--- config.mk ---
export PLATFORM = sky130hd
export DESIGN_NAME = matrix_mult_ctrl
export DESIGN_NICKNAME = d
export VERILOG_FILES = /design/src/rtl/matrix_mult_ctrl.sv
export SDC_FILE = /design/constraint.sdc
export NUM_CORES = 1
export LEC_CHECK = 0
export CAP_MARGIN = 20
export CORE_MARGIN = 2
export CORE_UTILIZATION = 40
export DETAILED_ROUTE_END_ITERATION = 10
export GPL_ROUTABILITY_DRIVEN = 0
export SYNTH_ARGS = -nofsm -noshare
export SYNTH_HDL_FRONTEND = slang
export SYNTH_SLANG_ARGS = --single-unit
--- constraint.sdc ---
create_clock -name clk -period 4.65 [get_ports clk]
set_input_delay 0.465 -clock clk [delete_from_list [all_inputs] [get_ports clk]]
set_output_delay 0.465 -clock clk [all_outputs]
set_load 0.02 [all_outputs]
--- src/rtl/matrix_mult_ctrl.sv ---
// Memory-port master that reads A and B from a shared matrix memory, computes
// C = A x B with unsigned saturating arithmetic and writes C back row-major.
module matrix_mult_ctrl #(
  parameter int         N      = 3,
  parameter int         DATA_W = 8,
  parameter int         ACC_W  = 20,
  parameter logic [1:0] SRC_A  = 2'd0,
  parameter logic [1:0] SRC_B  = 2'd1,
  parameter logic [1:0] DST_C  = 2'd2
) (
  input  logic              clk,
  input  logic              reset,
  input  logic              start,
  output logic              busy,
  output logic              done,
  output logic              saturated,
  output logic [1:0]        mem_matrix_select,
  output logic [3:0]        mem_row,
  output logic [3:0]        mem_col,
  output logic              mem_write_enable,
  output logic [DATA_W-1:0] mem_write_data,
  input  logic [DATA_W-1:0] mem_read_data
);

  typedef enum logic [2:0] {
    S_IDLE  = 3'd0,
    S_RD_A  = 3'd1,
    S_RD_B  = 3'd2,
    S_WRITE = 3'd3,
    S_DONE  = 3'd4
  } state_t;

  localparam logic [3:0]       LAST_IDX = 4'(N - 1);
  localparam logic [ACC_W-1:0] ELEM_MAX = ACC_W'((64'd1 << DATA_W) - 64'd1);

  state_t              state_q, state_d;
  logic [3:0]          i_q, i_d;
  logic [3:0]          j_q, j_d;
  logic [3:0]          k_q, k_d;
  logic [ACC_W-1:0]    acc_q, acc_d;
  logic [DATA_W-1:0]   a_latch_q, a_latch_d;
  logic                sat_q, sat_d;
  logic [2*DATA_W-1:0] prod_s;
  logic                clip_s;

  assign prod_s = a_latch_q * mem_read_data;
  assign clip_s = (acc_q > ELEM_MAX);

  // Next-state and datapath update for the multiply sequencer
  always_comb begin
    state_d   = state_q;
    i_d       = i_q;
    j_d       = j_q;
    k_d       = k_q;
    acc_d     = acc_q;
    a_latch_d = a_latch_q;
    sat_d     = sat_q;
    case (state_q)
      S_IDLE: begin
        if (start) begin
          state_d = S_RD_A;
          i_d     = 4'd0;
          j_d     = 4'd0;
          k_d     = 4'd0;
          acc_d   = '0;
          sat_d   = 1'b0;
        end else begin
          state_d = S_IDLE;
        end
      end
      S_RD_A: begin
        a_latch_d = mem_read_data;
        state_d   = S_RD_B;
      end
      S_RD_B: begin
        acc_d = acc_q + ACC_W'(prod_s);
        if (k_q == LAST_IDX) begin
          state_d = S_WRITE;
        end else begin
          k_d     = k_q + 4'd1;
          state_d = S_RD_A;
        end
      end
      S_WRITE: begin
        sat_d = sat_q | clip_s;
        acc_d = '0;
        k_d   = 4'd0;
        if (j_q < LAST_IDX) begin
          j_d     = j_q + 4'd1;
          state_d = S_RD_A;
        end else if (i_q < LAST_IDX) begin
          j_d     = 4'd0;
          i_d     = i_q + 4'd1;
          state_d = S_RD_A;
        end else begin
          state_d = S_DONE;
        end
      end
      S_DONE: begin
        state_d = S_IDLE;
      end
      default: begin
        state_d = S_IDLE;
      end
    endcase
  end

  // State and datapath registers with synchronous active-low reset
  always_ff @(posedge clk) begin
    if (!reset) begin
      state_q   <= S_IDLE;
      i_q       <= 4'd0;
      j_q       <= 4'd0;
      k_q       <= 4'd0;
      acc_q     <= '0;
      a_latch_q <= '0;
      sat_q     <= 1'b0;
    end else begin
      state_q   <= state_d;
      i_q       <= i_d;
      j_q       <= j_d;
      k_q       <= k_d;
      acc_q     <= acc_d;
      a_latch_q <= a_latch_d;
      sat_q     <= sat_d;
    end
  end

  // Memory port and status decode from the registered state and indices
  always_comb begin
    busy              = 1'b1;
    done              = 1'b0;
    mem_matrix_select = 2'd0;
    mem_row           = 4'd0;
    mem_col           = 4'd0;
    mem_write_enable  = 1'b0;
    mem_write_data    = '0;
    case (state_q)
      S_IDLE: begin
        busy = 1'b0;
      end
      S_RD_A: begin
        mem_matrix_select = SRC_A;
        mem_row           = i_q;
        mem_col           = k_q;
      end
      S_RD_B: begin
        mem_matrix_select = SRC_B;
        mem_row           = k_q;
        mem_col           = j_q;
      end
      S_WRITE: begin
        mem_matrix_select = DST_C;
        mem_row           = i_q;
        mem_col           = j_q;
        mem_write_enable  = 1'b1;
        mem_write_data    = clip_s ? {DATA_W{1'b1}} : acc_q[DATA_W-1:0];
      end
      S_DONE: begin
        done = 1'b1;
      end
      default: begin
        busy = 1'b0;
      end
    endcase
  end

  assign saturated = sat_q;

endmodule

# After elaboration in Yosys (flattened, before gate mapping)
# Index checks and enable logic that the tools add are counted.
# totals
inputBits	11
regBits	44
output_inout_bits	22
# classes
addsub	4
n_eq_ne	10
n_mux	26
order_cmp	3
reduce_logical	11
mul	1
n_bitwise	1
# op_table
operator	n
$pmux 20 s3	1
$pmux 4 s2	4
$mux 4	6
$add 20x16->20	1
$gt 20x8->1 const B	1
$mux 20	1
$mul 8x8->16	1
$mux 8	2
$add 4x1->4 const B	3
$pmux 3 s4	1
$pmux 4 s3	1
$lt 4x2->1 const B	2
$ne 2x2->1 const B	4
$eq 3x2->1 const B	2
$mux 3	2
$reduce_and 3->1	2
$mux 1	5
$eq 4x2->1 const B	1
$pmux 2 s2	1
$reduce_and 2->1	2
$reduce_and 4->1	1
$reduce_or 2->1	2
$reduce_or 4->1	1
$eq 3x1->1 const B	1
8 further kinds	8

# Logic depth before layout (Yosys ltp)
# depth
word_depth	4
mapped_depth	17
ltp_nobuf	16

# Least setup slack after synthesis
# Ideal clock, no wire load.
# synth_path
kind	input-to-reg
from	input port mem_read_data[1]
to	register acc_q[13]
n_path_buf	1
cell_stages	15
slack_ns	0.234
t_arrival_ns	4.299
setup_time_ns	0.117
required_time_ns	4.533
path_cell_list	clkbuf_1 nand2_1 fa_1 inv_1 fa_1 fa_1 inv_1 fa_1 inv_1 ha_1 a21oi_1 nand2b_2 a31oi_1 or3_1 a32o_1
# synth_between
elab_chain_len	3
# synth_lines
element	line_no	rtl
from (decl)	22	input logic [DATA_W-1:0] mem_read_data
$mul 8x8->16	46	assign prod_s = a_latch_q * mem_read_data;
$add 20x16->20	76	acc_d = acc_q + ACC_W'(prod_s);
$pmux 20 s3	58	case (state_q)
to (signal assigned)	115	acc_q <= '0;
to (signal assigned)	123	acc_q <= acc_d;
to (decl)	40	logic [ACC_W-1:0] acc_q, acc_d;
# Every way passes these cells.
# A chain may end at the register's enable or synchronous reset.

# Worst setup path in the final report
# layout_path
from	input port mem_read_data[5]
to	register acc_q[15]
# Same word-level chain as after synthesis.

==> key figures <==
Hold path
  • Hold Crit Class: flip-flop to flip-flop
  • Hold Crit Depth: 2

Floorplan
  • IO Pins: 33
  • Die Ht: 114.8 um
  • Initial Util: 40.90%
  • Row count: 40
  • Die Wd: 114.8 um
  • Die Area: 13180 um^2
  • Core area: 12010 um^2

Critical path
  • Worst path cell trace: clkdlybuf4s15_1, and2_1, fa_1, fa_1, fa_1, inv_1, fa_1, inv_1, ha_1, a21oi_2, o21bai_1, or2_1, or3_1, a32o_1
  • CP most frequent cell: fa_1
  • Req. time, crit path: 4.85 ns
  • Critical path fanouts, max: 9
  • CP arrival: 4.65 ns
  • Startpoint types: primary input
  • CP max-delay cell: fa_1
  • WP depth: 14
  • Worst setup EP type: flip-flop
  • Kind of critical path: primary input to flip-flop
  • CP max stage delay: 0.54 ns
  • Critical path's top delay family: adder cells
  • Worst reg2reg path depth: 13
  • CP Buf/Inv Count: 3

Global route
  • Vias in the first global route: 4062
  • Global route overflow: 0
  • GRT Util Overall: 19.30%
  • Largest net degree at the start of global routing: 27
  • Initial antenna violation count: 0
  • First-pass GRT wire length: 20240 um

STA
  • Worst-Margin Slew: 0.7787 ns
  • Final Hold Viols: 0
  • Minimum clock period: 4.452 ns
  • Setup violators final: 0
  • Fmax: 224.6 MHz
  • Slew Limit Headroom: 48.03%
  • Clk_skew: 0.007678 ns
  • Fin. max-slew vios: 0
  • Hold WS: 0.4817 ns
  • Final worst path period share: 95.75%

Detailed routing
  • Vias per cell: 5.067
  • Final ANT Viol Nets: 0
  • DR WL/cell: 14.92 um
  • Number of DRC markers in iteration 0: 198
  • DRT Pass-1 Iters: 4
  • Routed Wire Length: 12110 um
  • Vias: 4114
  • DRC viols: 0

Layout
  • Ant. Diodes: 0
  • Final Net Count: 770
  • Layout cells sized above 1: 12.63%
  • Area delta synth->final: 20.12%
  • Design area: 5901 um^2

Synth
  • Post-synth net total: 706
  • Cell with the most instances after synthesis: inv_1
  • Yosys top cell area share: 20.38%
  • Post-Syn Area: 4912 um^2
  • Async SR Flop Fraction: 0%
  • Synth area leader: fa_1
  • Post-synth EDFFs: 0
  • Main flop type after synthesis: dfxtp_1
  • Post-synth top cells: inv_1 (105), nand2_1 (78), fa_1 (50), ha_1 (45), dfxtp_1 (44)
  • Synth cell types: 62
  • Post-synthesis sequential area ratio: 17.93%
  • Area contributors post-synth: fa_1 (20%), dfxtp_1 (18%), ha_1 (11%), inv_1 (8.0%), nand2_1 (6.0%)
  • Yosys warning total: 0
  • Synth Instances: 600
  • Register bit count reported by yosys: 44
  • Post-synthesis average cell area: 8.187 um^2

Clocking
  • Longest Clk Path Bufs: 2
  • CTS tree: yes
  • Hold-fix buffers, CTS: 0
  • TritonCTS buffer count: 5
  • Worst skew pair latency: 0.30 ns
  • Root Driver: clkbuf_16
  • Htree depth: 2
  • Clk pin slew, worst setup/hold paths: 0.07 ns
  • # clock sinks: 44

Status
  • Status: complete, no violations

Power
  • Leakage: 0.002769 uW
  • PD cells: 214.5 nW/um^2
  • Max VDD drop: 0.0001168 V
  • Tot Pwr: 1266 uW

Placement
  • PortBufs: 32
  • Placed Area: 5645 um^2
  • Post-DP HPWL: 9717 um

Run
  • Maxcap violations: 0
metrics by stage:
step | utilization [%] | worst slack [ns] | std cells | TNS, ns
2_1_floorplan | - | 0.2338 | 600 | 0
3_3_place_gp | 47.00 | -0.3071 | 803 | -2.835
3_5_place_dp | 47.00 | -0.4043 | 803 | -3.760
4_1_cts | 48.59 | 0.01762 | 811 | 0
5_1_grt | 49.13 | -0.01479 | 812 | -0.01479
6_report | 49.13 | 0.1976 | 812 | 0
logic make-up (layout without fill, tap and decap cells):
family                   Yosys count  in the layout  synth area share [%]
multiplexers                      11             11                 2.242
flip-flops                        44             44                 17.93
XOR/XNOR                          11             11                 1.961
buffers and inverters            127            192                 10.39
AO/OA/AOI/OAI                     90             90                 12.61
adder cells (fa/ha/maj)           95             95                 31.84
AND/OR/NAND/NOR                  222            222                 23.03
placed cells by master, fill, tap and decap left out, types with 3 or more instances in the layout:
| cell | netlist | final |
|---|---|---|
| xnor2_1 | 7 | 7 |
| nor3_1 | 6 | 6 |
| dfxtp_1 | 44 | 42 |
| clkdlybuf4s50_1 | 0 | 24 |
| nor2b_1 | 16 | 15 |
| a21oi_2 | 1 | 4 |
| buf_4 | 3 | 46 |
| mux2i_1 | 11 | 11 |
| and2_1 | 39 | 39 |
| nand3b_1 | 7 | 7 |
| fa_1 | 50 | 50 |
| clkbuf_16 | 0 | 5 |
| nand3_1 | 10 | 10 |
| dlymetal6s2s_1 | 0 | 6 |
| nor2_1 | 38 | 38 |
| a31oi_1 | 5 | 4 |
| nand2_1 | 78 | 78 |
| nor4_1 | 4 | 4 |
| nand2b_1 | 3 | 3 |
| or3_1 | 4 | 4 |
| o21ai_0 | 16 | 16 |
| xor2_1 | 4 | 4 |
| a32o_1 | 3 | 3 |
| a21oi_1 | 30 | 27 |
| a21boi_0 | 3 | 3 |
| inv_1 | 105 | 105 |
| ha_1 | 45 | 44 |
| a22oi_1 | 4 | 4 |
sequential cells by signal (all words and copies together), names as in the netlist:
register   flops
acc_q         20
a_latch_q      8
i_q            4
j_q            4
k_q            4
state_q        3
saturated      1
timing repair:
action / in CTS / in global routing
resized for setup: 7 / 17
pin swaps: 0 / 7
buffers inserted: 0 / 1
endpoints found under the setup margin: 7 / 11
report_power, final:
part | internal, uW | switching [uW] | leakage [uW]
Combinational | 189 | 234 | 0.00233
Clock | 256 | 175 | 0.0000804
Sequential | 390 | 23.2 | 0.000357
Total | 834 | 431 | 0.00277
worst paths after layout:
path	from	endpoint	slack, ns
setup / recovery	mem_read_data[5]	acc_q[15]	0.20
hold / removal	acc_q[5]	acc_q[5]	0.48
setup reg to reg	a_latch_q[3]	acc_q[15]	0.27
hold reg to reg	acc_q[5]	acc_q[5]	0.48
tightest hold or removal path, delay by kind of cell (launching register included):
family	cells	cell delay, ns
DFF	1	0.33
AOI/OAI and AO/OA	1	0.05
and+or+nand+nor	1	0.06
cell type report:
| cell class | instances | area [um^2] |
|---|---|---|
| multi-input cells | 429 | 3577 |
| flip-flops and latches | 44 | 883.3 |
| inverters | 105 | 394.1 |
| clock inverters | 3 | 46.29 |
| well taps | 147 | 183.9 |
| repair buffers | 79 | 690.7 |
| fillers | 1196 | 6111 |
| clock buffers | 5 | 125.1 |
metal layers:
layer  vias up  share of wire [%]  GRT usage, %
li1       2047                  -             -
met1      1971                 45         25.20
met2        80                 50         33.69
met3        16                3.2         2.741
met4         0                1.9         5.060
met5         -                  0             0
No activity file was read; power rests on OpenSTA's default activity.
==> edit 1, RTL diff (same flow settings) <==
Change the parameter `ACC_W` from 20 to 10.
--- a/src/rtl/matrix_mult_ctrl.sv
+++ b/src/rtl/matrix_mult_ctrl.sv
@@ -3,7 +3,7 @@
 module matrix_mult_ctrl #(
   parameter int         N      = 3,
   parameter int         DATA_W = 8,
-  parameter int         ACC_W  = 20,
+  parameter int         ACC_W  = 10,
   parameter logic [1:0] SRC_A  = 2'd0,
   parameter logic [1:0] SRC_B  = 2'd1,
   parameter logic [1:0] DST_C  = 2'd2
Check against the original RTL: not equivalent (Yosys sat finds a counterexample within 10 cycles, from zero or initial values and one cycle with reset low).
==> edit 1 against the unedited design <==
Count of clock-buffer cells in the layout unchanged; wire length fell by 41%; synthesized area down 35%; non-clock buffer count shrank 38; final area shrank 36%; total power shrank 37%; critical path type unchanged; worst setup slack improved by 62 ps; sequential cell count down 10.
==> edit 1: results (changes against the unedited design) <==
Clock network
  – Post-CTS sizing: 0 (was 7)
  – Clock Latency Late Sink: 280 ps (was 300 ps)

STA
  – Rel. slew slack: 31.89% (was 48.03%)
  – Worst Hold Slack: 473.3 ps (was 481.7 ps)
  – Clock Skews: 7.737 ps (was 7.678 ps)

Place
  – Dpl cells: 504 (was 803)
  – Placed Area: 3647 um^2 (was 5645 um^2)
  – Dpl ws: -14.08 ps (was -404.3 ps)
  – DP HPWL: 5.555 mm (was 9.717 mm)

Cells and area
  – Non-clock buffer share: 10.33% (was 11.70%)
  – Layout Nets: 475 (was 770)
  – Ratio of cells with drive above 1 in the final layout: 6.341% (was 12.63%)
  – Clock buf/inv share: 2.898% (was 2.905%)
  – Multi-input comb cells: 269 (was 429)
  – Non-clock buffer count: 41 (was 79)
  – FF/Latch Area: 680.7 um^2 (was 883.3 um^2)

Routing
  – Drt wl/cell: 13.91 um (was 14.92 um)
  – Vias/cell: 4.934 (was 5.067)

Setup path
  – Crit path DAT: 4600 ps (was 4650 ps)
  – CP max stage cell: clkdlybuf4s50_1 (was fa_1)
  – Worst path max stage delay: 630 ps (was 540 ps)
  – Reg-to-reg setup timing slack: 400 ps (was 270 ps)

Power
  – Comb pwr: 0.212 mW (was 0.422 mW)
  – Maximum VDD drop: 0.1534 mV (was 0.1168 mV)
  – Leak: 1.607 nW (was 2.769 nW)
  – Power, Total: 0.7962 mW (was 1.266 mW)

Outcome
  – Run status: completed (unchanged)

Synthesis
  – Synth area leaders: dfxtp_1 (21%), fa_1 (19%), ha_1 (9.4%) (was fa_1 (20%), dfxtp_1 (18%), ha_1 (11%))
  – Synthesized Nets: 445 (was 706)
  – Most frequent cells after synthesis: inv_1 (57), nand2_1 (44), dfxtp_1 (34) (was inv_1 (105), nand2_1 (78), fa_1 (50))

Global routing
  – First-pass GRT wire length: 12.34 mm (was 20.24 mm)
  – Met3 usage: 2.256% (was 2.741%)
  – Total Routing Usage GR: 17.93% (was 19.30%)
  – Met1 Track Usage GR: 25.22% (was 25.20%)
  – Vias in the first global route: 2534 (was 4062)
-- edit 1: cell families after synthesis --
group / share of synthesized area (%)
multiplexers: 2.809
flip-flops: 21.23
XOR/XNOR: 5.228
buffers and inverters: 9.130
AND/OR/NAND/NOR: 21.46
adder cells (fa/ha/maj): 28.72
AO/OA/AOI/OAI: 11.43
-- edit 1: metrics by stage --
stage	TNS (ps)	util, %
finish	0	48.36
global route	0	48.36
CTS	0	48.36
detailed placement	-14.08	46.96
global placement	0	46.96
floorplan	0	-
-- edit 1: path summary, 6_finish.rpt --
check | start | end | cells after the start
worst min-delay path | saturated | saturated | 2
worst max register to register | a_latch_q[2] | acc_q[9] | 14
worst min register to register | saturated | saturated | 2
worst max-delay path | mem_read_data[1] | acc_q[9] | 15
-- edit 1: metal layers --
| layer | share of wire [%] | up-vias |
|---|---|---|
| li1 | - | 1261 |
| met1 | 49 | 1242 |
| met2 | 48 | 19 |
| met3 | 2.2 | 4 |
| met4 | 0.65 | 0 |
| met5 | 0 | - |
==> edit 2, RTL diff (config.mk and constraints unchanged) <==
Without the edit above. Re-encode `state_t` (5 states) as one-hot, 5 bits wide.
--- a/src/rtl/matrix_mult_ctrl.sv
+++ b/src/rtl/matrix_mult_ctrl.sv
@@ -22,12 +22,12 @@
   input  logic [DATA_W-1:0] mem_read_data
 );
 
-  typedef enum logic [2:0] {
-    S_IDLE  = 3'd0,
-    S_RD_A  = 3'd1,
-    S_RD_B  = 3'd2,
-    S_WRITE = 3'd3,
-    S_DONE  = 3'd4
+  typedef enum logic [4:0] {
+    S_IDLE  = 5'b00001,
+    S_RD_A  = 5'b00010,
+    S_RD_B  = 5'b00100,
+    S_WRITE = 5'b01000,
+    S_DONE  = 5'b10000
   } state_t;
 
   localparam logic [3:0]       LAST_IDX = 4'(N - 1);
Function: same outputs for any inputs over 4 cycles, from zero or initial values and one cycle with reset low; so few cycles prove little.
==> edit 2 against the unedited design <==
Die area shrank 0.90%; final area is 0.42% higher; synthesized area shrank 0.94%; sequential cell count rose by 2; core utilization increased by 0.41 points; worst hold slack improved by 26 ps; worst setup slack improved by 20 ps; clock skew barely moved; wire length grew 3.9%; final cell count up 0.62%.
Power is not compared: it rests on default switching activity, and its combinational part moved more than twofold at a synthesized area within 25%.
==> edit 2: results (changes against the unedited design) <==
STA
  – Post-route setup slack: 217.2 ps (was 197.6 ps)
  – Final setup fails: 0 (unchanged)
  – Worst-Margin Slew: 806.7 ps (was 778.7 ps)
  – Clock Skews: 7.891 ps (was 7.678 ps)
  – Worst Hold Slack: 507.4 ps (was 481.7 ps)

Routing
  – WL met2: 6.035 mm (was 6.095 mm)
  – DR vias: 4293 (was 4114)
  – DRT Wirelength: 12.58 mm (was 12.11 mm)
  – Wire length on met1: 5.887 mm (was 5.392 mm)
  – First-pass DRT Iterations: 4 (unchanged)
  – DRT iter0 DRCs: 217 (was 198)
  – WL met3: 484 um (was 390 um)

Cells and area
  – Number of antenna diodes: 0 (unchanged)
  – Post-route insts no fill: 817 (was 812)
  – Biggest regs: acc_q (20), a_latch_q (8), state_q (5) (was acc_q (20), a_latch_q (8))
  – Filler instances: 1154 (was 1196)
  – Post-Route Utilization: 49.54% (was 49.13%)
  – Layout Nets: 775 (was 770)
  – Ratio of cells with drive above 1 in the final layout: 13.58% (was 12.63%)

Synthesis
  – Synthesized Nets: 711 (was 706)
  – Synth area leaders: fa_1 (21%), dfxtp_1 (19%), ha_1 (12%) (was fa_1 (20%), dfxtp_1 (18%), ha_1 (11%))
  – Most frequent cells after synthesis: inv_1 (103), nand2_1 (73), fa_1 (50), nor2_1 (50), dfxtp_1 (46) (was inv_1 (105), nand2_1 (78), fa_1 (50))
  – Mean cell area of the mapped netlist: 8.043 um^2 (was 8.187 um^2)
  – Cell variety after synth: 57 (was 62)
  – Syn. warnings: 0 (unchanged)
  – Sequential area share after synthesis: 18.93% (was 17.93%)

Global routing
  – Vias in the first global route: 4455 (was 4062)
  – First-pass GRT wire length: 22.00 mm (was 20.24 mm)
  – Largest net degree at the start of global routing: 29 (was 27)
  – Met1 Track Usage GR: 28.39% (was 25.20%)
  – Met3 usage: 2.647% (was 2.741%)
  – Total Routing Usage GR: 20.85% (was 19.30%)
  – GR Layer Usage met2: 35.67% (was 33.69%)

Min path
  – Min-Delay Path Class: reg2reg (unchanged)

Power
  – Power, Total: 0.8880 mW
  – Leak: ~2.7 nW
  – Pint: between 0.6 and 0.7 mW
  – Maximum VDD drop: around 0.12 mV
  – Share of total power in the clock network: between 40% and 50%

Clock network
  – Clock tree buffer depth: 2 (unchanged)
  – H-tree levels: 2 (unchanged)
  – CTS Root Cell: clkbuf_16 (unchanged)
  – Number of CTS-inserted buffers: 5 (unchanged)
  – CTS clk-pin slew, worst paths: 70 ps (about the same)
  – Clock Latency Late Sink: 300 ps (about the same)

Place
  – Dpl cells: 807 (was 803)
  – Port Buffers: 32 (unchanged)
  – DP HPWL: 9.943 mm (was 9.717 mm)
  – Dpl ws: -419.6 ps (was -404.3 ps)
  – Placed Area: 5607 um^2 (was 5645 um^2)

Setup path
  – CP max stage cell: fa_1 (unchanged)
  – Worst path max stage delay: 560 ps (was 540 ps)
  – Worst-path fanout max: 5 (was 9)
  – Crit path DAT: 4620 ps (was 4650 ps)

Outcome
  – Run status: completed (unchanged)
## edit 2: cell types whose count changed after synthesis, sizes merged, moves of 5 or more
cell    before  now
a21boi       5    0
a21oi       32   40
and2        39   34
buf         12    5
mux2i       11    4
nand3       10   15
nand3b       7    2
nor2        40   52
nor2b       16    0
xnor2        7    2
## edit 2: what timing repair did
item	4_1_cts	5_1_grt
buffers inserted	1	1
endpoints found under the setup margin	8	12
hold endpoints to repair	0	0
resized for setup	15	26
pin swaps	3	10
hold buffers	0	0
## edit 2: path summary, 6_finish.rpt
kind	from	endpoint	cells after the start
min	acc_q[13]	acc_q[13]	1
max reg2reg	a_latch_q[1]	acc_q[17]	14
min reg2reg	acc_q[13]	acc_q[13]	1
max	a_latch_q[1]	acc_q[17]	14
## edit 2: logic make-up (layout without fill, tap and decap cells)
kind of cell             count (synthesis)  count (layout)  synth area share, %
AND/OR/NAND/NOR                        215             215                21.32
buffers and inverters                  126             191                9.874
AO/OA/AOI/OAI                          113             113                15.79
adder cells (fa/ha/maj)                 95              95                32.14
flip-flops                              46              46                18.93
XOR/XNOR                                 5               5               0.9001
multiplexers                             5               5                1.054
## edit 2: layout make-up
class | count | share of cell area [%]
clock buffers | 6 | 2.175
clock inverters | 2 | 0.2323
inverters | 107 | 6.778
multi-input cells | 433 | 60.96
flip-flops and latches | 46 | 15.63
well taps | 147 | 3.104
repair buffers | 76 | 11.13
## edit 2: worst register-to-register path: cells and delay by family, from the launching register on
| kind | cells | cell delay [ps] |
|---|---|---|
| flops | 1 | 420 |
| fa+ha+maj | 5 | 2490 |
| simple gates | 2 | 430 |
| compound gates | 4 | 810 |
| buf+inv | 3 | 170 |
